<file path="src/rtl/branch_control.sv">
// ---------------------------------------------------------------------------
// branch_control
//
// Branch-decision unit for the KGP-RISC core. Decodes the 6-bit opcode
// against the ALU flag register and tells the PC-select logic whether the
// program counter must be redirected. It also supplies the branch-class side
// signals needed by the register file (link write) and by the target mux
// (register vs. PC-relative target).
//
// Ports:
//   clk            in   1  system clock, rising-edge active
//   rst            in   1  asynchronous, active-high reset
//   opcode         in   6  instruction opcode field
//   fZero          in   1  zero flag
//   fSign          in   1  sign flag
//   fCarry         in   1  carry flag from the last ALU operation
//   out            out  1  branch taken (registered)
//   is_branch      out  1  opcode is one of the eight branch opcodes (registered)
//   link_en        out  1  write return address to link register, bl only
//   use_reg_target out  1  target comes from a register, br only
//
// Every output is registered: inputs present before rising edge N appear on
// the outputs after edge N. A fresh decision is captured on every cycle.
// ---------------------------------------------------------------------------
module branch_control (
   input  logic       clk,
   input  logic       rst,
   input  logic [5:0] opcode,
   input  logic       fZero,
   input  logic       fSign,
   input  logic       fCarry,
   output logic       out,
   output logic       is_branch,
   output logic       link_en,
   output logic       use_reg_target
);

   // Fixed branch opcode encodings.
   typedef enum logic [5:0] {
      OP_BR   = 6'b100000,
      OP_B    = 6'b101000,
      OP_BCY  = 6'b101001,
      OP_BNCY = 6'b101010,
      OP_BL   = 6'b101011,
      OP_BLTZ = 6'b110000,
      OP_BZ   = 6'b110001,
      OP_BNZ  = 6'b110010
   } branchOp_t;

   logic takenNext;
   logic branchNext;
   logic linkNext;
   logic regTargetNext;

   // Each opcode selects at most one flag. Picking the flag inside its own
   // case arm (rather than AND-ing every flag with an opcode match) keeps an
   // unused, possibly unknown flag from ever reaching the outputs.
   always_comb begin
      // NOTE: every signal gets a default before the case, so paths that do
      // not mention a signal still assign it and no latch is inferred.
      takenNext     = 1'b0;
      branchNext    = 1'b0;
      linkNext      = 1'b0;
      regTargetNext = 1'b0;

      case (opcode)
         OP_B: begin
            takenNext  = 1'b1;
            branchNext = 1'b1;
         end
         OP_BR: begin
            takenNext     = 1'b1;
            branchNext    = 1'b1;
            regTargetNext = 1'b1;
         end
         OP_BL: begin
            takenNext  = 1'b1;
            branchNext = 1'b1;
            linkNext   = 1'b1;
         end
         OP_BCY: begin
            takenNext  = fCarry;
            branchNext = 1'b1;
         end
         OP_BNCY: begin
            takenNext  = ~fCarry;
            branchNext = 1'b1;
         end
         OP_BLTZ: begin
            takenNext  = fSign;
            branchNext = 1'b1;
         end
         OP_BZ: begin
            takenNext  = fZero;
            branchNext = 1'b1;
         end
         OP_BNZ: begin
            takenNext  = ~fZero;
            branchNext = 1'b1;
         end
         default: begin
            // Non-branch opcode: all defaults (0) hold.
         end
      endcase
   end

   // Output register. Reset clears the outputs immediately and discards any
   // decision that was about to be captured.
   always_ff @(posedge clk or posedge rst) begin
      if (rst) begin
         // NOTE: only these four control flops exist; all are reset so the
         // PC-select logic never sees a stale redirect coming out of reset.
         out            <= 1'b0;
         is_branch      <= 1'b0;
         link_en        <= 1'b0;
         use_reg_target <= 1'b0;
      end else begin
         // NOTE: non-blocking assignments so every flop samples the values
         // from before the edge, independent of statement order.
         out            <= takenNext;
         is_branch      <= branchNext;
         link_en        <= linkNext;
         use_reg_target <= regTargetNext;
      end
   end

endmodule

</file>
<file path="config.mk">
export PLATFORM = sky130hd
export DESIGN_NAME = branch_control
export DESIGN_NICKNAME = d
export VERILOG_FILES = /design/src/rtl/branch_control.sv
export SDC_FILE = /design/constraint.sdc
export NUM_CORES = 1
export LEC_CHECK = 0
export CAP_MARGIN = 25
export CORE_AREA = 2 2 39 41
export DETAILED_ROUTE_END_ITERATION = 10
export DIE_AREA = 0 0 41 43
export PLACE_DENSITY = 0.57
export RECOVER_POWER = 100
export SYNTH_ARGS = -nofsm -noshare
export SYNTH_HDL_FRONTEND = slang
export SYNTH_SLANG_ARGS = --single-unit
</file>
<file path="constraint.sdc">
create_clock -name clk -period 0.8 [get_ports clk]
set_input_delay 0.12 -clock clk [delete_from_list [all_inputs] [get_ports clk]]
set_output_delay 0.12 -clock clk [all_outputs]
set_load 0.05 [all_outputs]
</file>
==> flow_results.xml <==
<?xml version="1.0" encoding="UTF-8"?>
<metrics>
  <group name="die">
    <metric name="die_x" unit="µm">41</metric>
    <metric name="die_height" unit="µm">43</metric>
    <metric name="rows" unit="">14</metric>
    <metric name="die-area" unit="µm²">1760</metric>
    <metric name="coreArea" unit="µm²">1380</metric>
    <metric name="initial_core_util" unit="%">15.4</metric>
    <metric name="top_level_ports" unit="">15</metric>
  </group>
  <group name="worst_setup_path">
    <metric name="crit_path_max_incr_delay" unit="ps">480</metric>
    <metric name="cp_max_fo" unit="">1</metric>
    <metric name="crit_chain" unit="">buf_6 -&gt; mux2_4 -&gt; or4_4 -&gt; o22ai_2</metric>
    <metric name="worstSetupEndpointType" unit="">flop</metric>
    <metric name="cpMaxStageDelayCell" unit="">or4_4</metric>
    <metric name="worstPathArrival" unit="ps">1070</metric>
    <metric name="critPathRequiredTime" unit="ps">950</metric>
    <metric name="worstSetupPathType" unit="">input port to flop</metric>
    <metric name="timing.critical_path.from_type" unit="">input port</metric>
  </group>
  <group name="finish">
    <metric name="antenna_cells_inserted" unit="">0</metric>
    <metric name="highest_count_cells_in_the_layout_ignoring_fill_and_taps" unit="">4 x dfrtp_1, 4 x buf_12</metric>
    <metric name="postLayoutCoreUtil" unit="%">34.4</metric>
    <metric name="finalNetCount" unit="">56</metric>
    <metric name="flow.area_growth_from_synthesis" unit="%">124</metric>
    <metric name="share_of_final_layout_standard_cells_stronger_than_drive_strength_1" unit="%">44.2</metric>
  </group>
  <group name="min_path">
    <metric name="worstHoldEndpoint" unit="">use_reg_target</metric>
    <metric name="hold_path.class" unit="">input port to flop</metric>
    <metric name="min-delay-start" unit="">opcode[1]</metric>
    <metric name="hold_path_depth" unit="">3</metric>
  </group>
  <group name="route">
    <metric name="antenna_left" unit="">0</metric>
    <metric name="detailroute.via_count" unit="">251</metric>
    <metric name="vias_per_instance" unit="">4.25</metric>
    <metric name="dr.first_iter.drc_count" unit="">2</metric>
    <metric name="route.detailed.drc" unit="">0</metric>
    <metric name="drtPass1Iterations" unit="">2</metric>
    <metric name="detail_route.wl_per_cell" unit="µm">8.63</metric>
    <metric name="routed_wirelength" unit="µm">509</metric>
  </group>
  <group name="synthesis">
    <metric name="synth-warning-count" unit="">0</metric>
    <metric name="synth_area_per_cell" unit="µm²">9.25</metric>
    <metric name="post_synthesis_compound_gate_area_fraction" unit="%">15.9</metric>
    <metric name="synth_simple_gate_area_share" unit="%">26.5</metric>
    <metric name="yosys.area_share.adder" unit="%">0</metric>
    <metric name="seq_area_frac_synth" unit="%">47.1</metric>
    <metric name="synth.area.mux_share" unit="%">5.29</metric>
    <metric name="ys_ff_latch" unit="">4</metric>
    <metric name="number_of_instances_in_the_synthesized_netlist" unit="">23</metric>
    <metric name="syn-cell-area" unit="µm²">213</metric>
    <metric name="syn_nets" unit="">34</metric>
    <metric name="combinational_family_with_the_most_area_after_synthesis" unit="">simple AND/OR/NAND/NOR gates</metric>
    <metric name="synthXorXnorAreaFrac" unit="%">0</metric>
    <metric name="post_synth_num_cell_types" unit="">15</metric>
  </group>
  <group name="timing">
    <metric name="achievable-frequency" unit="MHz">1100</metric>
    <metric name="timing.final.crit_share" unit="%">114</metric>
    <metric name="hold-worst-slack" unit="ps">198</metric>
    <metric name="rsz_0062_raised_after_global_routing" unit="">true</metric>
    <metric name="worst_slack_setup_final" unit="ps">-113</metric>
    <metric name="worst-slew-pin-transition" unit="ps">229</metric>
    <metric name="max-slew-margin-rel" unit="%">84.6</metric>
    <metric name="finalMaxSlewViolations" unit="">0</metric>
    <metric name="final-setup-viol-count" unit="">5</metric>
    <metric name="period_minus_slack" unit="ps">913</metric>
    <metric name="finalHoldViolations" unit="">0</metric>
  </group>
  <group name="global_routing">
    <metric name="grt-ovfl-total" unit="">0</metric>
    <metric name="antenna_found_initial" unit="">0</metric>
    <metric name="first_global_vias" unit="">252</metric>
    <metric name="grt_first_pass_wirelength" unit="µm">848</metric>
    <metric name="grt_start_max_net_pins" unit="">8</metric>
    <metric name="gr-usage-all-layers" unit="%">7.47</metric>
  </group>
  <group name="cts">
    <metric name="cts-root-buf" unit="">clkbuf_4</metric>
    <metric name="tritoncts_num_sinks" unit="">4</metric>
    <metric name="cts.clk_slew.worst_paths" unit="ps">40</metric>
    <metric name="cts_max_path_buffers" unit="">2</metric>
    <metric name="cts_setup_buffers" unit="">0</metric>
    <metric name="tritoncts" unit="">done</metric>
    <metric name="cts_made_buffers" unit="">3</metric>
    <metric name="cts-htree-levels" unit="">1</metric>
    <metric name="cts-hold-fix-buffers" unit="">0</metric>
  </group>
  <group name="power">
    <metric name="p_sw" unit="µW">148</metric>
    <metric name="clk_network_pwr_share" unit="%">39.6</metric>
    <metric name="max-vdd-ir-drop" unit="mV">0.469</metric>
    <metric name="combinationalPowerShare" unit="%">25.6</metric>
    <metric name="share_seq_of_total_power" unit="%">34.9</metric>
    <metric name="power-per-cell-area" unit="nW/µm²">1290</metric>
    <metric name="intPower" unit="µW">466</metric>
    <metric name="power_leakage" unit="nW">0.233</metric>
    <metric name="switching_portion_of_total_power" unit="%">24.1</metric>
  </group>
  <group name="placed_design">
    <metric name="place_hpwl" unit="µm">423</metric>
    <metric name="gpl.final_weighted_congestion" unit="">0.708</metric>
    <metric name="numPortBuffers" unit="">14</metric>
  </group>
  <group name="status">
    <metric name="outcome" unit="">complete, but fails checks</metric>
    <metric name="failed_checks" unit="">setup timing</metric>
  </group>
  <group name="job">
    <metric name="max_cap_violations" unit="">0</metric>
  </group>
</metrics>
## repair_timing
item / CTS / global route
pin swaps: 2 / 3
setup endpoints to repair: 8 / 5
endpoints found under the hold margin: 0 / 0
resized for setup: 19 / 7
## worst max path at each step
stage / end / from / cells after the start
3_5_place_dp: out / fZero / 4
4_1_cts: out / fZero / 4
6_report: out / fZero / 4
5_1_grt: out / fZero / 4
2_1_floorplan: out / opcode[0] / 4
3_3_place_gp: out / fZero / 4
## critical path: cells and delay by family
family	cells	cell delay, ps
buf+inv	1	90
mux	1	280
compound gates	1	90
simple gates	1	480
## Yosys cell counts
cell type | count | area, µm²
nor4_1 | 1 | 6.26
inv_1 | 2 | 7.51
a21oi_1 | 2 | 10.0
nand3_1 | 1 | 5.00
o31a_1 | 1 | 8.76
or4_1 | 1 | 7.51
nor2_1 | 3 | 11.3
a311oi_1 | 1 | 8.76
and3b_1 | 1 | 8.76
nor3_1 | 1 | 5.00
clkbuf_1 | 1 | 3.75
dfrtp_1 | 4 | 100
nand2b_1 | 2 | 12.5
o22ai_1 | 1 | 6.26
mux2_2 | 1 | 11.3
## layer usage
metal	GRT usage [%]	wire length [µm]	vias up
met5	0	0	-
met4	6.00	0	0
met3	3.14	40	0
met2	11.3	299	11
met1	7.54	170	116
li1	-	-	124
## cell type report
class / instances / area (µm²)
clock buffer: 3 / 22.5
timing repair buffer: 18 / 198
sequential: 4 / 100
tap: 16 / 20.0
multi-input combinational: 16 / 129
fill: 146 / 907
inverter: 2 / 7.51
## cell families after synthesis
kind of cell,count (synthesis)
AO/OA/AOI/OAI,5
buffers and inverters,3
flip-flops,4
multiplexers,1
AND/OR/NAND/NOR,10
## power groups by stage
stage	Combinational [mW]	Clock (mW)	Sequential, mW
5_1_grt	0.170	0.262	0.215
2_1_floorplan	0.0406	0	0.234
6_report	0.157	0.243	0.214
4_1_cts	0.153	0.256	0.214
3_3_place_gp	0.155	0	0.217
3_5_place_dp	0.156	0	0.217
## flip-flops by register name (all words and copies together) (netlist names)
| name | flops |
|---|---|
| is_branch | 1 |
| use_reg_target | 1 |
| out | 1 |
| link_en | 1 |
## per-stage QoR
stage	worst slack (ps)	cells	TNS [ps]	area, µm²	power, mW
floorplan	-254	23	-254	223	0.274
global placement	-689	56	-1700	439	0.372
detailed placement	-719	56	-1730	439	0.373
CTS	-195	59	-606	459	0.622
global route	-127	59	-602	477	0.647
finish	-113	59	-472	477	0.613
Note: power is estimated with default switching activity, not from simulation.
